$ cat config.mk
export PLATFORM = sky130hd
export DESIGN_NAME = fetch_unit
export DESIGN_NICKNAME = d
export VERILOG_FILES = /design/src/rtl/fetch_unit.sv
export SDC_FILE = /design/constraint.sdc
export NUM_CORES = 1
export LEC_CHECK = 0
export ABC_AREA = 1
export CAP_MARGIN = 5
export CORE_UTILIZATION = 35
export DETAILED_ROUTE_END_ITERATION = 10
export GPL_ROUTABILITY_DRIVEN = 0
export PLACE_DENSITY_LB_ADDON = 0.05
export SLEW_MARGIN = 20
export SYNTH_ARGS = -nofsm -noshare
export SYNTH_HDL_FRONTEND = slang
export SYNTH_SLANG_ARGS = --single-unit
export TNS_END_PERCENT = 50
$ cat constraint.sdc
create_clock -name clk -period 4.6 [get_ports clk]
set_input_delay 0.92 -clock clk [delete_from_list [all_inputs] [get_ports clk]]
set_output_delay 0.92 -clock clk [all_outputs]
set_load 0.01 [all_outputs]
$ cat src/rtl/fetch_unit.sv
// ============================================================================
//  Module   : fetch_unit
//  Purpose  : Instruction-fetch stage feeding the control unit. Owns the
//             program counter, converts a fetch pulse into a single
//             instruction-memory read, waits RD_LAT cycles for the data,
//             then presents the word on ins with a one-cycle en_ram_out
//             strobe. Also applies pc_ctrl commands to the PC.
//  Build option:
//             FETCH_AUTO_INC_EN - when defined, pc advances by one at the
//             edge that captures ins (an en_pc_pulse on that same edge
//             takes precedence and is applied alone).
//  Ports    :
//    clk          in   1       rising-edge clock
//    rst          in   1       synchronous reset, active-high
//    en           in   1       run enable; gates acceptance of new fetches
//    en_fetch     in   1       fetch request pulse
//    en_pc_pulse  in   1       apply pc_ctrl at this edge
//    pc_ctrl      in   2       00 hold, 01 pc+1, 10 load, 11 relative add
//    offset_addr  in   8       jump target / signed relative offset
//    mem_rdata    in   DWIDTH  instruction memory read data
//    mem_addr     out  AWIDTH  instruction memory address (registered)
//    mem_rd       out  1       one-cycle read strobe per fetch
//    ins          out  DWIDTH  last fetched instruction
//    en_ram_out   out  1       one-cycle strobe: ins newly valid
//    pc           out  AWIDTH  program counter
//    busy         out  1       high while a fetch is in flight
//  Revision : 1.0 - initial release
// ============================================================================
`default_nettype none

module fetch_unit #(
  parameter int DWIDTH = 16,
  parameter int AWIDTH = 8,
  parameter int RD_LAT = 1   // legal range 1..7 (cnt is 3 bits)
) (
  input  logic              clk,
  input  logic              rst,
  input  logic              en,
  input  logic              en_fetch,
  input  logic              en_pc_pulse,
  input  logic [1:0]        pc_ctrl,
  input  logic [7:0]        offset_addr,
  input  logic [DWIDTH-1:0] mem_rdata,
  output logic [AWIDTH-1:0] mem_addr,
  output logic              mem_rd,
  output logic [DWIDTH-1:0] ins,
  output logic              en_ram_out,
  output logic [AWIDTH-1:0] pc,
  output logic              busy
);

  typedef enum logic [0:0] {
    IDLE = 1'b0,
    READ = 1'b1
  } state_t;

  localparam logic [2:0]        LAT    = 3'(RD_LAT);
  localparam logic [AWIDTH-1:0] PC_ONE = AWIDTH'(1);

  state_t            state;
  logic [2:0]        cnt;
  logic              capture;
  logic [AWIDTH-1:0] offset_zext;
  logic [AWIDTH-1:0] offset_sext;
  logic [AWIDTH-1:0] pc_next;

  // Memory data is valid in the READ cycle where cnt reaches RD_LAT.
  assign capture     = (state == READ) && (cnt == LAT);
  assign offset_zext = AWIDTH'(offset_addr);
  assign offset_sext = AWIDTH'($signed(offset_addr));
  assign busy        = (state == READ);

  // PC commands act on any edge regardless of fetch state or en.
  always_comb begin
    pc_next = pc;
    if (en_pc_pulse) begin
      case (pc_ctrl)
        2'b01:   pc_next = pc + PC_ONE;
        2'b10:   pc_next = offset_zext;
        2'b11:   pc_next = pc + offset_sext;
        default: pc_next = pc;
      endcase
    end
`ifdef FETCH_AUTO_INC_EN
    else if (capture) begin
      pc_next = pc + PC_ONE;
    end
`endif
  end

  always_ff @(posedge clk) begin
    if (rst) begin
      state      <= IDLE;
      cnt        <= 3'd0;
      pc         <= '0;
      mem_addr   <= '0;
      mem_rd     <= 1'b0;
      ins        <= '0;
      en_ram_out <= 1'b0;
    end else begin
      pc         <= pc_next;
      en_ram_out <= 1'b0;
      case (state)
        IDLE: begin
          mem_rd <= 1'b0;
          if (en && en_fetch) begin
            // Fetch uses the PC value before any same-edge update.
            mem_addr <= pc;
            mem_rd   <= 1'b1;
            cnt      <= 3'd0;
            state    <= READ;
          end
        end
        READ: begin
          mem_rd <= 1'b0;
          cnt    <= cnt + 3'd1;
          if (capture) begin
            ins        <= mem_rdata;
            en_ram_out <= 1'b1;
            state      <= IDLE;
          end
        end
        default: begin
          state  <= IDLE;
          mem_rd <= 1'b0;
        end
      endcase
    end
  end

endmodule

`default_nettype wire

# Word level (Yosys, flattened, before mapping)
# Cells that the tools add are included.
[totals]
ff_bits = 38
latchBits = 0
elab_cells = 31
input_bits = 31
memories = 0
romBits = 0
output_inout_bits = 35
mem_bits_rw = 0
[op_classes]
shifts = 0
magnitude_cmp = 0
n_eq_ne = 5
addsub = 3
n_mux = 8
multipliers = 0
bitwise_logic = 1
n_reduce_logical = 7
div_mod_pow = 0
[ops]
columns = ["op", "count"]
rows = [
  ["8-bit one-hot mux with 3 select lines", 1],
  ["8-bit by 1-bit adder with 8-bit output (second input constant)", 1],
  ["8-bit adder", 1],
  ["3-bit one-hot mux with 2 select lines", 1],
  ["2-bit AND reduction", 3],
  ["2-bit equality test (second input constant)", 2],
  ["1-bit one-hot mux with 2 select lines", 2],
  ["3-bit by 1-bit adder with 3-bit output (second input constant)", 1],
  ["3-bit by 1-bit equality test with 1-bit output (second input constant)", 1],
  ["1-bit two-way mux", 3],
  ["3-bit two-way mux", 1],
  ["3-bit nonzero test", 1],
  ["2-bit by 1-bit equality test with 1-bit output (second input constant)", 1],
  ["1-bit logical AND", 2],
  ["2-bit != test (second input constant)", 1],
  ["2-bit OR reduction", 1],
  ["1-bit inverter", 1],
]

# Depth between registers and ports, before layout
[depth]
depth_word = 4
ltp_mapped = 14
depth_no_buf = 14

# Worst setup path after synthesis
# No wires, ideal clock.
[synth_path]
kind = "input -> register"
startpoint = "in pc_ctrl[0]"
endpoint = "reg pc[1]"
arrival_time_ns = 2.287
path_stages = 8
path_slack_ns = 2.227
t_required_ns = 4.514
n_path_buf = 0
path_cell_list = "nand2_1 or2_2 ha_1 inv_1 fa_1 nor2_1 nor2_1 a221oi_2"
[synth_via]
elab_chain_cells = 3
word_cells_on_any_way = 6
cone_classes = "eq/ne: 3; mux: 1; reduce/logical: 2"
[synth_lines]
columns = ["element", "line", "text"]
rows = [
  ["from (decl)", "41", "input logic [1:0] pc_ctrl,"],
  ["2-bit equality test / 2-bit by 1-bit equality test with 1-bit output (equally long branches)", "77", "case (pc_ctrl)"],
  ["3-bit nonzero test (no source line)", "-", ""],
  ["2-bit AND reduction (no source line)", "-", ""],
  ["to (signal assigned)", "101", "pc <= pc_next;"],
  ["to (decl)", "48", "output logic [AWIDTH-1:0] pc,"],
]
# Parallel ways exist; a longest one is shown, timed or not.
# A chain may end at the register's enable or synchronous reset.

# Final worst setup path
# Ends and elaborated chain as after synthesis.

==> impl_metrics.py <==
metrics = {
    "logic_synthesis": {
        "async_flop_share": 0,
        "ys_seq_elements": 38,
        "ys_seq_area_frac": 0.400,
        "yosys_warnings": 0,
        "syn_avg_cell_area_um2": 7.40,
        "syn_nets": 298,
        "syn-cell-area_um2": 1900,
        "synth_cell_types": 27,
        "synth-edff-count": 0,
        "synth-main-ff-cell": "dfxtp_1",
        "synthCells": 257,
    },
    "route": {
        "postRouteAntennaNets": 0,
        "routed_via_density": 4.63,
        "firstDrtPassIters": 4,
        "wl_per_cell_um": 11.6,
        "drtIter0Drc": 52,
        "num_vias": 1805,
        "drc": 0,
        "wl_um": 4510,
    },
    "layout": {
        "diodes": 0,
        "area_growth_pct": 40.0,
        "fin_nets": 362,
        "final_area_um2": 2660,
        "drive_gt1_frac": 0.0750,
    },
    "global_routing": {
        "use_met1": 0.219,
        "use_met2": 0.256,
        "grt_usage": 0.163,
        "grt_pass1_wl_um": 7000,
        "grt_use_met3": 0.0450,
        "grt.busiest_layer": "met2",
        "grt_overflow": 0,
        "antenna_found_initial": 0,
        "grt_pass1_vias": 1591,
        "grt_max_degree": 30,
    },
    "place": {
        "io_buffers": 65,
        "post-dp-hpwl_um": 3200,
        "placed_cell_area_um2": 2580,
    },
    "timing": {
        "slew_viol_final": 0,
        "finalCritPeriodShare": 0.643,
        "skew_ns": 0.00529,
        "setup_tns_ns": 0,
        "min_period_ns": 2.96,
        "hold_violations": 0,
        "setup_viol": 0,
        "max_freq_mhz": 338,
        "rsz0062_at_grt": "false",
        "worst_pin_slew_ns": 0.652,
        "slew_headroom": 0.564,
    },
    "critical_path": {
        "arrival_ns": 3.15,
        "timing.rr.end": "pc[6]$_SDFFE_PP0P_",
        "crit_start": "pc_ctrl[0]",
        "crit_path_start_kind": "input port",
        "r2r_start": "pc[0]$_SDFFE_PP0P_",
        "reg2reg_depth": 11,
        "cp.required_ns": 4.79,
        "crit_type": "input port to flop",
        "ff2ff_setup_slack_ns": 2.91,
        "endpoint_kind": "flop",
        "crit_fanout": 7,
        "crit_end": "pc[1]$_SDFFE_PP0P_",
    },
    "outcome": {
        "status": "finished clean",
    },
    "cts": {
        "holdBufCountCts": 0,
        "numCtsBuffers": 5,
        "cts-resized-gates": 0,
        "htree_levels": 2,
        "clkSinkCount": 38,
        "postCtsSetupBuffers": 0,
        "cts_max_path_buffers": 2,
        "tritoncts": "done",
        "clk_latency_ns": 0.28,
        "clock-root-buffer": "clkbuf_8",
        "path_clk_slew_ns": 0.07,
    },
    "floorplanning": {
        "io_pins": 66,
        "dieArea_um2": 5730,
        "die_h_um": 75.7,
        "die_x_um": 75.7,
        "fp.coreArea_um2": 5170,
        "rows": 26,
        "initial_utilization": 0.367,
    },
    "pwr": {
        "clkPwrFrac": 0.320,
        "p_int_uw": 521,
        "p_leak_uw": 0.00119,
        "seq_power_share": 0.500,
        "power.switching_uw": 181,
        "vdd_drop_max_v": 0.000161,
        "p_comb_frac": 0.180,
        "p_per_area_nw_per_um2": 264,
        "p_sw_frac": 0.258,
    },
    "job": {
        "drv_cap": 0,
    },
    "worst_hold_path": {
        "hp-class": "flop to flop",
    },
}
==> layout by cell type (no fill, tap or decap), types with 2 or more instances in the layout <==
cell / n
a21oi_1: 14
a21oi_2: 2
xnor2_1: 2
nor2_1: 14
clkdlybuf4s50_1: 65
nand3b_1: 2
ha_1: 9
nand2_1: 82
a221oi_2: 2
inv_1: 24
o21ai_0: 6
dfxtp_1: 38
clkbuf_8: 6
inv_2: 4
nor2_4: 3
nand3_1: 35
or2_2: 2
or2_1: 2
==> power by group through the flow <==
stage	combinational [uW]	sequential, uW	clock (uW)
floorplan	65.8	360	0
global placement	127	359	0
detailed placement	127	359	0
CTS	128	351	230
global route	141	352	243
finish	126	351	225
==> synth_stat cells (2+ instances only) <==
| cell type | number | area share |
|---|---|---|
| ha_1 | 9 | 0.059 |
| nor2_1 | 14 | 0.028 |
| nand3_1 | 35 | 0.092 |
| xnor2_1 | 2 | 0.0092 |
| or2_1 | 2 | 0.0066 |
| nor2_4 | 3 | 0.018 |
| buf_4 | 3 | 0.012 |
| nand2_1 | 82 | 0.16 |
| buf_2 | 3 | 0.0079 |
| a21oi_1 | 14 | 0.037 |
| o21ai_0 | 6 | 0.016 |
| buf_6 | 2 | 0.012 |
| a21oi_2 | 2 | 0.0092 |
| or2_2 | 2 | 0.0066 |
| dfxtp_1 | 38 | 0.40 |
| inv_2 | 4 | 0.0079 |
| nand3b_1 | 2 | 0.0079 |
| a221oi_2 | 2 | 0.016 |
| inv_1 | 24 | 0.047 |
==> registers in the layout, summed over array words and instances (netlist names) <==
register,count
ins,16
mem_addr,8
pc,8
cnt,3
busy,1
en_ram_out,1
mem_rd,1
==> kinds of logic (layout without fill, tap and decap cells) <==
group           count (synthesis)  count (layout)  share of synthesized area
simple gates                  144             144                      0.340
compound gates                 26              26                     0.0909
xor+xnor                        2               2                    0.00922
fa+ha+maj                      10              10                     0.0698
flops                          38              38                      0.400
buf+inv                        37             100                     0.0902
==> stage by stage <==
stage                util  instances  total power [uW]  hold WS, ns  setup WS, ns
floorplan               -        257               426        0.436          2.23
global placement    0.499        384               485        0.450          1.43
detailed placement  0.499        384               485        0.461          1.35
CTS                 0.515        390               708        0.473          1.65
global route        0.515        390               736        0.493          1.47
finish              0.515        390               702        0.468          1.64
==> worst min path at each step <==
stage,from,end,slack [ns],cells past startpoint
2_1_floorplan,cnt[2]$_SDFFE_PP0P_,cnt[2]$_SDFFE_PP0P_,0.44,2
3_3_place_gp,cnt[2]$_SDFFE_PP0P_,cnt[2]$_SDFFE_PP0P_,0.45,2
3_5_place_dp,ins[10]$_SDFFE_PP0P_,ins[10]$_SDFFE_PP0P_,0.46,2
4_1_cts,ins[10]$_SDFFE_PP0P_,ins[10]$_SDFFE_PP0P_,0.47,2
5_1_grt,cnt[2]$_SDFFE_PP0P_,cnt[2]$_SDFFE_PP0P_,0.49,2
6_report,cnt[2]$_SDFFE_PP0P_,cnt[2]$_SDFFE_PP0P_,0.47,2
==> routing by layer <==
layer / share of wire / up-vias
met3: 0.059 / 5
met2: 0.44 / 45
met1: 0.49 / 810
met4: 0.010 / 0
met5: 0 / -
li1: - / 945
==> worst max-delay path, cell delays in order <==
cell             delay (ns)
clkdlybuf4s50_1        0.60
nand2_1                0.23
or2_2                  0.34
ha_1                   0.20
inv_1                  0.07
fa_1                   0.40
nor2_1                 0.11
nor2_1                 0.05
a221oi_2               0.23
==> area by class of cell <==
cell class,instances,area (um2)
Multi-Input combinational cell,182,968
Sequential cell,38,761
Timing Repair Buffer,65,651
Inverter,29,111
Fill cell,525,2510
Clock buffer,6,82.6
Tap cell,70,87.6
Power figures use the tool's default switching activity.
